### config.mk
export PLATFORM = sky130hd
export DESIGN_NAME = fp_accumulator
export DESIGN_NICKNAME = d
export VERILOG_FILES = /design/src/rtl/fp_accumulator.sv
export SDC_FILE = /design/constraint.sdc
export NUM_CORES = 1
export LEC_CHECK = 0
export BUFFER_PORTS_ARGS = -buffer_cell sky130_fd_sc_hd__buf_2
export CAP_MARGIN = 20
export CORE_MARGIN = 2
export CORE_UTILIZATION = 45
export DETAILED_ROUTE_END_ITERATION = 7
export PLACE_DENSITY = 0.71
export SYNTH_ARGS = -nofsm -noshare
export SYNTH_HDL_FRONTEND = slang
export SYNTH_SLANG_ARGS = --single-unit
### constraint.sdc
create_clock -name clk -period 7.1 [get_ports clk]
set_input_delay 1.775 -clock clk [delete_from_list [all_inputs] [get_ports clk]]
set_output_delay 1.775 -clock clk [all_outputs]
set_load 0.02 [all_outputs]
### src/rtl/fp_accumulator.sv
// FP32 running-sum accumulator fed by the triple-product multiplier's z_ack.
// Fixed 5-cycle add per term (unpack/align/add/normalize/pack); publishes and clears on the last term.
module fp_accumulator #(
    parameter int CNT_W = 8
) (
    input  logic             clk,
    input  logic             reset,
    input  logic             in_valid,
    input  logic [31:0]      in_data,
    input  logic             in_last,
    output logic [31:0]      output_z,
    output logic             z_ack,
    output logic             busy,
    output logic [CNT_W-1:0] term_count,
    output logic             overrun
);

    typedef enum logic [2:0] {S_IDLE, S_UNPACK, S_ALIGN, S_ADD, S_NORM, S_PACK} state_t;

    state_t state_q, state_d;
    logic [31:0] term_q, term_d, acc_q, acc_d, out_q, out_d;
    logic last_q, last_d, zack_q, zack_d, busy_q, busy_d, ovr_q, ovr_d;
    logic [CNT_W-1:0] cnt_q, cnt_d;
    logic a_s_q, a_s_d, b_s_q, b_s_d;
    logic [7:0] a_e_q, a_e_d, b_e_q, b_e_d;
    logic [23:0] a_m_q, a_m_d, b_m_q, b_m_d;
    logic big_s_q, big_s_d, sml_s_q, sml_s_d;
    logic [7:0] big_e_q, big_e_d;
    logic [26:0] big_m_q, big_m_d, sml_m_q, sml_m_d;
    logic sum_s_q, sum_s_d;
    logic [7:0] sum_e_q, sum_e_d;
    logic [27:0] sum_m_q, sum_m_d;
    logic res_s_q, res_s_d, res_z_q, res_z_d;
    logic signed [9:0] res_e_q, res_e_d;
    logic [22:0] res_m_q, res_m_d;

    logic a_big;
    logic [7:0] diff, be, se;
    logic [23:0] bm, sm;
    logic [4:0] lz;
    logic [31:0] packed_res;

    // Index of the highest set bit, expressed as distance from bit 26; 27 when all zero.
    function automatic logic [4:0] lzc27(input logic [26:0] v);
        lzc27 = 5'd27;
        for (int i = 0; i < 27; i++)
            if (v[i]) lzc27 = 5'(26 - i);
    endfunction

    always_comb begin
        state_d = state_q;  term_d = term_q;  acc_d = acc_q;  out_d = out_q;
        last_d = last_q;    zack_d = 1'b0;    busy_d = busy_q; ovr_d = ovr_q;
        cnt_d = cnt_q;
        a_s_d = a_s_q; a_e_d = a_e_q; a_m_d = a_m_q;
        b_s_d = b_s_q; b_e_d = b_e_q; b_m_d = b_m_q;
        big_s_d = big_s_q; sml_s_d = sml_s_q; big_e_d = big_e_q;
        big_m_d = big_m_q; sml_m_d = sml_m_q;
        sum_s_d = sum_s_q; sum_e_d = sum_e_q; sum_m_d = sum_m_q;
        res_s_d = res_s_q; res_z_d = res_z_q; res_e_d = res_e_q; res_m_d = res_m_q;
        a_big = 1'b0; diff = 8'd0; be = 8'd0; se = 8'd0; bm = 24'd0; sm = 24'd0;
        lz = 5'd0; packed_res = 32'd0;

        if (in_valid && state_q != S_IDLE) ovr_d = 1'b1;

        case (state_q)
            S_IDLE: if (in_valid) begin
                term_d  = in_data;
                last_d  = in_last;
                busy_d  = 1'b1;
                cnt_d   = cnt_q + CNT_W'(1);
                state_d = S_UNPACK;
            end
            S_UNPACK: begin
                // Exponent 0 means zero; denormal mantissas are dropped.
                a_s_d = acc_q[31];  a_e_d = acc_q[30:23];
                a_m_d = (acc_q[30:23] == 8'd0) ? 24'd0 : {1'b1, acc_q[22:0]};
                b_s_d = term_q[31]; b_e_d = term_q[30:23];
                b_m_d = (term_q[30:23] == 8'd0) ? 24'd0 : {1'b1, term_q[22:0]};
                state_d = S_ALIGN;
            end
            S_ALIGN: begin
                a_big = (a_e_q > b_e_q) || (a_e_q == b_e_q && a_m_q >= b_m_q);
                be = a_big ? a_e_q : b_e_q;  se = a_big ? b_e_q : a_e_q;
                bm = a_big ? a_m_q : b_m_q;  sm = a_big ? b_m_q : a_m_q;
                diff    = be - se;
                big_s_d = a_big ? a_s_q : b_s_q;
                sml_s_d = a_big ? b_s_q : a_s_q;
                big_e_d = be;
                big_m_d = {bm, 3'b000};
                sml_m_d = (diff >= 8'd27) ? 27'd0 : ({sm, 3'b000} >> diff);
                state_d = S_ADD;
            end
            S_ADD: begin
                sum_s_d = big_s_q;
                sum_e_d = big_e_q;
                sum_m_d = (big_s_q == sml_s_q) ? {1'b0, big_m_q} + {1'b0, sml_m_q}
                                               : {1'b0, big_m_q} - {1'b0, sml_m_q};
                state_d = S_NORM;
            end
            S_NORM: begin
                lz      = lzc27(sum_m_q[26:0]);
                res_s_d = sum_s_q;
                res_z_d = (sum_m_q == 28'd0);
                if (sum_m_q[27]) begin
                    res_e_d = $signed({2'b00, sum_e_q}) + 10'sd1;
                    res_m_d = sum_m_q[26:4];
                end else begin
                    res_e_d = $signed({2'b00, sum_e_q}) - $signed({5'd0, lz});
                    res_m_d = 23'((sum_m_q[25:0] << lz) >> 3);
                end
                state_d = S_PACK;
            end
            S_PACK: begin
                if (res_z_q || res_e_q <= 10'sd0) packed_res = 32'd0;
                else if (res_e_q >= 10'sd255)     packed_res = {res_s_q, 8'hFF, 23'd0};
                else                              packed_res = {res_s_q, res_e_q[7:0], res_m_q};
                acc_d   = packed_res;
                busy_d  = 1'b0;
                state_d = S_IDLE;
                if (last_q) begin
                    out_d  = packed_res;
                    zack_d = 1'b1;
                    acc_d  = 32'd0;
                    cnt_d  = '0;
                end
            end
            default: state_d = S_IDLE;
        endcase
    end

    always_ff @(posedge clk or negedge reset) begin
        if (!reset) begin
            state_q <= S_IDLE; term_q <= '0; acc_q <= '0; out_q <= '0;
            last_q <= 1'b0; zack_q <= 1'b0; busy_q <= 1'b0; ovr_q <= 1'b0; cnt_q <= '0;
            a_s_q <= 1'b0; a_e_q <= '0; a_m_q <= '0; b_s_q <= 1'b0; b_e_q <= '0; b_m_q <= '0;
            big_s_q <= 1'b0; sml_s_q <= 1'b0; big_e_q <= '0; big_m_q <= '0; sml_m_q <= '0;
            sum_s_q <= 1'b0; sum_e_q <= '0; sum_m_q <= '0;
            res_s_q <= 1'b0; res_z_q <= 1'b0; res_e_q <= '0; res_m_q <= '0;
        end else begin
            state_q <= state_d; term_q <= term_d; acc_q <= acc_d; out_q <= out_d;
            last_q <= last_d; zack_q <= zack_d; busy_q <= busy_d; ovr_q <= ovr_d; cnt_q <= cnt_d;
            a_s_q <= a_s_d; a_e_q <= a_e_d; a_m_q <= a_m_d; b_s_q <= b_s_d; b_e_q <= b_e_d; b_m_q <= b_m_d;
            big_s_q <= big_s_d; sml_s_q <= sml_s_d; big_e_q <= big_e_d; big_m_q <= big_m_d; sml_m_q <= sml_m_d;
            sum_s_q <= sum_s_d; sum_e_q <= sum_e_d; sum_m_q <= sum_m_d;
            res_s_q <= res_s_d; res_z_q <= res_z_d; res_e_q <= res_e_d; res_m_q <= res_m_d;
        end
    end

    assign output_z   = out_q;
    assign z_ack      = zack_q;
    assign busy       = busy_q;
    assign term_count = cnt_q;
    assign overrun    = ovr_q;

endmodule

# --- After elaboration in Yosys (flattened, before gate mapping) ---
# Index checks and enable logic that the tools add are counted.
op_classes:
  n_reduce_logical: 14
  eq_ne: 9
  mux: 52
  shifts: 2
  order_cmp: 5
  n_addsub: 6
ops:
  columns: ["cell", "count"]
  rows:
  - ["$mux W5", 27]
  - ["$mux W24", 4]
  - ["$mux W32", 2]
  - ["$mux W8", 4]
  - ["$mux W31", 1]
  - ["$add A27 B27 Y28", 1]
  - ["$logic_not A28 Y1", 1]
  - ["$mux W28", 1]
  - ["$sub A27 B27 Y28", 1]
  - ["$mux W27", 1]
  - ["$shr A27 B8 Y27", 1]
  - ["$shl A26 B5 Y26", 1]
  - ["$ge A24 B24 Y1", 1]
  - ["$mux W23", 1]
  - ["$logic_not A8 Y1", 2]
  - ["$pmux W8 S2", 1]
  - ["$pmux W3 S5", 1]
  - ["$ge A10 B9 Y1 const B", 1]
  - ["$le A10 B1 Y1 const B", 1]
  - ["$mux W10", 1]
  - ["$add A8 B1 Y9 const B", 1]
  - ["$sub A8 B5 Y9", 1]
  - ["$add A8 B1 Y8 const B", 1]
  - ["$eq A8 B8 Y1", 1]
  - ["other kinds (18)", 30]
word_totals:
  reg_bits: 310
  input_bits: 36

# --- Logic depth before layout (Yosys ltp) ---
# Gate-level depths: netlist of run 1.
logic_depth:
  depth_word: 30
  mapped_depth: 21
  depth_no_buf: 18

# --- Worst setup path after synthesis of run 1 ---
# Ideal clock, no wire load.
synth_timing:
  path_kind: "flip-flop to flip-flop"
  from: "reg a_e_q[3]"
  to: "reg sml_m_q[6]"
  setup_ps: 135
  t_required_ps: 6965
  path_stages_with_launch: 17
  arrival_ps: 4156
  setup_slack_ps: 2809
  cell_sequence: "dfrtp_1 > ha_1 > buf_6 > nand3_4 > a2111oi_4 > and3_1 > o211ai_2 > a211oi_2 > nor2_1 > ha_1 > clkbuf_1 > inv_1 > clkbuf_1 > mux4_2 > a22o_1 > a22oi_1 > o31ai_2"
synth_between:
  elab_chain_len: 7
  elab_cells_between_ends: 11
  cone_classes: "add/sub: 1; order compare: 2; eq/ne: 1; shift: 1; mux: 4; reduce/logical: 2"
synth_rtl:
  columns: ["element", "line", "source"]
  rows:
  - ["start: declaration", "25", "logic [7:0] a_e_q, a_e_d, b_e_q, b_e_d;"]
  - ["start signal: assignment", "135", "a_s_q <= 1'b0; a_e_q <= '0; a_m_q <= '0; b_s_q <= 1'b0; b_e_q <= '0; b_m_q <= '0;"]
  - ["start signal: assignment", "142", "a_s_q <= a_s_d; a_e_q <= a_e_d; a_m_q <= a_m_d; b_s_q <= b_s_d; b_e_q <= b_e_d; b_m_q <= b_m_d;"]
  - ["parallel branches: the longest is 6 deep, another holds $gt A8 B8 Y1", null, null]
  - ["$mux W27 *", "90", "sml_m_d = (diff >= 8'd27) ? 27'd0 : ({sm, 3'b000} >> diff);"]
  - ["end signal: assignment", "143", "big_s_q <= big_s_d; sml_s_q <= sml_s_d; big_e_q <= big_e_d; big_m_q <= big_m_d; sml_m_q <= sml_m_d;"]
  - ["end: declaration", "29", "logic [26:0] big_m_q, big_m_d, sml_m_q, sml_m_d;"]
# Mark *: on every way between the ends.
# A chain may end at the register's enable or synchronous reset.

# --- Worst setup path in the final report of run 1 ---
layout_timing:
  from: "reg a_e_q[3]"
  to: "reg sml_m_q[9]"
# Same word-level chain as after synthesis.

==> metrics, run 1 <==
status=complete, no violations; Synth warnings=0; critical path fanouts, max=20; post-route cell area=21000 sq um; syn_area_per_cell=9.56 sq um; CTS buffer count=36; TritonCTS clock tree=yes; PostCTS Resize Cnt=0; most frequent cells in the layout=dfrtp_1, nand2_1, nor2_1, o21ai_0, inv_1; clock latency on the worst-skew pair=560 ps; register area share after synthesis=41.0%; cells on worst reg2reg path=16; grt total ovfl=0; crit-path leading delay family=simple AND/OR/NAND/NOR gates; Slew headroom=22.2%; largest net degree at the start of global routing=166; Root Buffer=clkbuf_16; global-route wire length before repair=90000 um; commonest non-fill, non-tap cell in the layout=dfrtp_1; WP depth=16; Post-synth ARST share=100%; total track usage=26.3%; first drt pass iteration count=5; final setup vio count=0; post-route ant nets=0; Yosys reg bits=310; ant diodes=0; cells after synthesis=1981; Max Clk Rate=0.174 GHz; die height=209 um; drt drc=0; Worst Hold Class=reg2reg; Initial DRC Count=1352; Max-Cap Viols=0; predominant post-synthesis flop cell=dfrtp_1; CP Class=reg2reg; CP peak stage delay=980 ps; Area growth syn-to-layout=11.1%; Crit path required time=7540 ps; Critical Path AT=6190 ps; hold_buf cts=0; final HPWL from detailed placement=41800 um; Top cell by count, worst path=nor2_1; Worst Hold Depth=2; Vias per Instance=6.20; Setup Buffers After CTS=0; nets=2121; number of global-route vias before repair=15500; antenna violations before repair=0; clock buffer depth=3; post-synth cell types=88; RSZ-0062 raised after global routing=false; port bufs=78; Net Count, Synth=2108; Worst-path clk slew=60 ps; skew final=19.7 ps; area post-placement=19700 sq um; initial core utilization=45.3%; endpoints failing hold=0; # rows=75; fin. max-slew vios=0; Clock Sinks=310; chip width=209 um; io pins=79; Seq. cell area=7760 sq um; CP endpoint kind=register; Vias=15900; Tcrit/Tclk final=80.9%; CP max stage cell=nor3_4; worst slew pin tran=1160 ps; CP startpoint kind=register; fillers=3769; CP Cell Sequence=ha_1 > nand3_4 > o211a_1 > nor2_1 > a211oi_2 > nor2_1 > ha_1 > nor2_1 > o22ai_1 > o41ai_2 > nor3_4 > mux2i_1 > mux2_2 > mux2i_1 > a2bb2oi_1 > o32ai_1; die area=43700 sq um; share of cells above drive strength 1=14.7%; EDFF count, synth=0; CTS H-Tree Depth=2; buffers and inverters on the worst path=0; flop2flop setup slack=1360 ps; Min Clock Period, post-route=5740 ps; cell area after synthesis=18900 sq um; Sum Neg Setup Slack=0 ps; GPL Wtd Cong=0.956; Core ar.=41800 sq um; drt total wl=57300 um; multi-input logic area=10300 sq um; WL/cell=22.4 um
==> per-layer routing <==
metal  up-vias  routed length [um]  global-route usage, %
li1       7281                   -                      -
met1      7836               24500                   35.4
met2       623               25800                   40.8
met3       128                4070                   4.70
met4         0                2920                   13.1
met5         -                   0                      0
==> sequential cells by signal (all words and copies together), names as in the netlist, 3 cells and up <==
register and flops:
sum_m_q 28, term_q 32, b_m_q 24, a_e_q 8
sml_m_q 27, res_e_q 10, big_e_q 8, output_z 32
big_m_q 24, a_m_q 24, b_e_q 8, sum_e_q 8
state_q 3, acc_q 32, res_m_q 23, term_count 8
==> synth_stat cells (all sizes together), types with 6 or more instances <==
library cell / instances / share of area [%]
mux4: 21 / 2.5
o211ai: 12 / 0.50
dfrtp: 310 / 41
buf: 32 / 0.94
nor3: 37 / 1.0
a31oi: 46 / 1.5
a22oi: 9 / 0.36
nor2b: 7 / 0.23
o22ai: 13 / 0.43
nand4: 10 / 0.33
nand2: 216 / 4.3
a211oi: 17 / 0.77
a2bb2oi: 7 / 0.32
a221oi: 9 / 0.42
nand3: 36 / 1.1
o221ai: 13 / 0.60
a22o: 102 / 4.7
o21bai: 11 / 0.44
a32o: 8 / 0.42
clkbuf: 97 / 1.9
nor4: 16 / 0.53
a221o: 8 / 0.42
and2: 12 / 0.40
o21a: 7 / 0.28
mux2i: 80 / 4.2
mux2: 72 / 4.3
xnor2: 32 / 1.5
and3: 13 / 0.43
inv: 107 / 2.1
o21ai: 112 / 3.0
nor2: 154 / 3.1
a2111oi: 6 / 0.41
o31ai: 20 / 0.82
nand2b: 19 / 0.63
ha: 89 / 5.9
o32ai: 11 / 0.65
a21o: 17 / 0.67
a21oi: 106 / 2.8
xor2: 12 / 0.56
or3: 8 / 0.26
==> path summary, 6_finish.rpt <==
path / from / end
worst max-delay path: a_e_q[3] / sml_m_q[9]
worst min-delay path: sum_s_q / res_s_q
worst max register to register: a_e_q[3] / sml_m_q[9]
worst min register to register: sum_s_q / res_s_q
max in group asynchronous: reset / res_m_q[17]
min in group asynchronous: reset / b_m_q[3]
==> worst register-to-register path: stages (launching register included) <==
cell and delay (ps):
dfrtp_1 440, ha_1 630, nand3_4 170, o211a_1 310
nor2_1 840, a211oi_2 270, nor2_1 210, ha_1 270
nor2_1 90, o22ai_1 160, o41ai_2 130, nor3_4 980
mux2i_1 290, mux2_2 350, mux2i_1 190, a2bb2oi_1 90
o32ai_1 230
==> stage by stage <==
| stage | std cells | utilization (%) | hold WS [ps] | setup WS, ps |
|---|---|---|---|---|
| final | 2559 | 50.4 | 470 | 1360 |
| after detailed placement | 2493 | 47.2 | 451 | 1480 |
| after global routing | 2559 | 50.4 | 503 | 1070 |
| after CTS | 2557 | 50.3 | 473 | 1480 |
| after floorplan | 1981 | - | 433 | 2810 |
| after global placement | 2493 | 47.2 | 450 | 1660 |
==> logic make-up (layout without fill, tap and decap cells) <==
| group | count (synthesis) | after routing | share of synthesized area (%) |
|---|---|---|---|
| adders and majority gates | 91 | 91 | 6.09 |
| AOI/OAI and AO/OA | 579 | 579 | 21.8 |
| DFF | 310 | 310 | 41.0 |
| buffers and inverters | 236 | 275 | 4.98 |
| muxes | 173 | 173 | 11.0 |
| and+or+nand+nor | 548 | 548 | 13.1 |
| xor gates and xnor gates | 44 | 44 | 2.07 |
==> layout make-up <==
type | count | area share (%)
well taps | 539 | 3.20
clock inverters | 19 | 1.36
inverters | 107 | 1.91
flip-flops and latches | 310 | 36.9
clock buffers | 45 | 4.73
repair buffers | 104 | 3.02
multi-input cells | 1435 | 48.9
Power of run 1 is left out: the tool's default activity adds up to more than one toggle a clock period on the data nets, which glitch-free logic cannot reach.
==> run 2, diff against run 1 <==
Settings changed: ABC_AREA set to 1.
Clock period 7.1 ns to 5.8 ns, I/O delays scaled along.
==> metrics, run 2 <==
die area=43300 sq um (-0.95%); Max-Cap Viols=0 (unchanged); most frequent cells after synthesis=nand2_1, nand3_1, dfrtp_1; EDFF count, synth=0 (unchanged); # rows=74 (-1.3%); Net Count, Synth=2660 (+26%); global-route wire length before repair=93700 um (+4.0%); PostCTS Resize Cnt=0 (unchanged); Area growth syn-to-layout=11.0%; top cell type's share of synthesized area=41.4% (+0.40 points); GR met2 Demand/Resource=43.4% (+2.6 points); Sum Neg Setup Slack=0 ps (unchanged); CP startpoint kind=register; die height=208 um (-0.48%); final setup vio count=0 (unchanged); commonest non-fill, non-tap cell in the layout=nand2_1; Clock Sinks=310 (unchanged); clock buffer depth=3 (unchanged); total track usage=27.0% (+0.76 points); Synth warnings=0 (unchanged); GR met3 Demand/Resource=3.64% (-1.1 points); Synth Area in Adders=6.15% (+0.059 points); critical path fanouts, max=27 (+35%); first drt pass iteration count=6 (+1); Initial DRC Count=1751 (+30%); cell area after synthesis=18800 sq um (-0.96%); initial core utilization=45.7% (+0.37 points); Core ar.=41000 sq um (-1.8%); simple-gate share of the synthesized area=26.0% (+13 points); XOR/XNOR share of the synthesized area=1.59% (-0.49 points); worst slew pin tran=1060 ps (-106 ps); Crit path required time=6240 ps (-1300 ps); most frequent cells in the layout=nand2_1, nand3_1, dfrtp_1, o21ai_0, inv_1; CP Class=reg2reg; Tcrit/Tclk final=87.6% (+6.7 points); post-synth cell types=56 (-36%); skew final=15.7 ps (-4.08 ps); Root Buffer=clkbuf_16; final hold slack=460 ps (-9.95 ps); share of cells above drive strength 1=7.79% (-6.9 points); Critical Path AT=5520 ps (-670 ps); Max Clk Rate=0.197 GHz (+13%); multi-input logic area=9410 sq um (-8.6%); Seq. cell area=7760 sq um (unchanged); Worst Hold Class=reg2reg; port bufs=78 (unchanged); Worst-path clk slew=60 ps (about the same); grt total ovfl=0 (unchanged); fillers=3987 (+5.8%); Post-synth ARST share=100% (unchanged); drt drc=0 (unchanged); Vias=17800 (+12%); GPL Wtd Cong=0.983 (+2.8%); cells after synthesis=2533 (+28%); Final Instance Count excl. Fillers=3098 (+21%); TritonCTS clock tree=yes; WL/cell=18.9 um (-16%); status=complete, no violations; predominant post-synthesis flop cell=dfrtp_1; DP Cell Count=3035 (+22%); ant diodes=0 (unchanged); most common cell in the netlist=nand2_1; post-synthesis mux area share=0.107% (-11 points); nets=2668 (+26%); register area share after synthesis=41.4% (+0.40 points); endpoints failing hold=0 (unchanged); Vias per Instance=5.73 (-7.6%); Min Clock Period, post-route=5080 ps (-664 ps); number of global-route vias before repair=17000 (+9.0%); Compound-Gate Fraction of Synth Area=16.1% (-5.6 points); fin. max-slew vios=0 (unchanged); CTS H-Tree Depth=2 (unchanged); clock latency on the worst-skew pair=540 ps (-20 ps); top cells by area in the synthesized netlist=dfrtp_1, nand2_1, nand3_1; hold_buf cts=0 (unchanged); syn_area_per_cell=7.40 sq um (-23%); final setup margin=720 ps (-636 ps); io pins=79 (unchanged); Slew headroom=29.3% (+7.0 points); post-route ant nets=0 (unchanged); Yosys reg bits=310 (unchanged); main combinational cell family by area after synthesis=simple AND/OR/NAND/NOR gates; Setup WS pre-CTS=864 ps (-619 ps); Setup Buffers After CTS=0 (unchanged); most used routing layer=met2; RSZ-0062 raised after global routing=false; largest net degree at the start of global routing=119 (-28%); final HPWL from detailed placement=43000 um (+2.9%); antenna violations before repair=0 (unchanged); CTS buffer count=35 (-2.8%); chip width=208 um (-0.48%); drt total wl=58500 um (+2.1%); Synth area leader=dfrtp_1; CP endpoint kind=register; GRT met1 Usage=36.8% (+1.4 points)
-- run 2: cell types whose count changed after synthesis, moves of 50 or more --
cell / change
nand2_1: +352
nand3_1: +279
o21ai_0: +195
inv_1: +169
a22o_1: -102
mux2i_1: -78
mux2_2: -72
nand4_1: +52
o22ai_1: +50
-- run 2: cell families (layout without fill, tap and decap cells) --
logic type      count (synthesis)  in the layout
simple gates                 1115           1115
compound gates                563            563
buf+inv                       421            454
flops                         310            310
fa+ha+maj                      91             91
xor+xnor                       31             31
mux                             2              2
-- run 2: per-stage QoR --
| stage | util, % | cell area, sq um |
|---|---|---|
| floorplan | - | 18800 |
| global placement | 47.6 | 19500 |
| detailed placement | 47.6 | 19500 |
| CTS | 50.7 | 20800 |
| global route | 50.7 | 20800 |
| finish | 50.7 | 20800 |
-- run 2: worst paths after layout --
path | from | slack [ps] | depth (start not counted) | to
max | a_m_q[11] | 720 | 22 | sml_m_q[18]
min | overrun | 460 | 1 | overrun
max reg2reg | a_m_q[11] | 720 | 22 | sml_m_q[18]
min reg2reg | overrun | 460 | 1 | overrun
max in group asynchronous | reset | 3650 | 2 | sum_m_q[10]
min in group asynchronous | reset | 990 | 1 | term_q[11]
-- run 2: worst max-delay path: stages, from the launching register on --
cell	delay [ps]
dfrtp_1	470
ha_1	350
a21oi_1	180
o21ai_0	110
a21oi_1	210
o21a_1	180
nand4_2	120
nand2_2	280
inv_2	160
nand2_1	110
nand3_1	100
ha_1	190
inv_1	60
nand2_2	110
xnor2_4	620
inv_2	400
a21oi_1	260
nor3_2	70
nor2_2	140
nand3_4	120
nor2_4	440
inv_1	150
o22ai_1	160
-- run 2: per-layer routing --
| layer | up-vias | wire length (um) |
|---|---|---|
| li1 | 8512 | - |
| met1 | 8448 | 25800 |
| met2 | 669 | 26700 |
| met3 | 125 | 3660 |
| met4 | 0 | 2430 |
| met5 | - | 0 |
-- run 2: cell type report --
cell class	count	share of cell area (%)
multi-input cells	1802	45.2
flip-flops and latches	310	37.3
inverters	285	5.14
clock buffers	47	4.76
well taps	532	3.20
repair buffers	107	3.19
clock inverters	15	1.23
Power of run 2 is left out for the same reason.
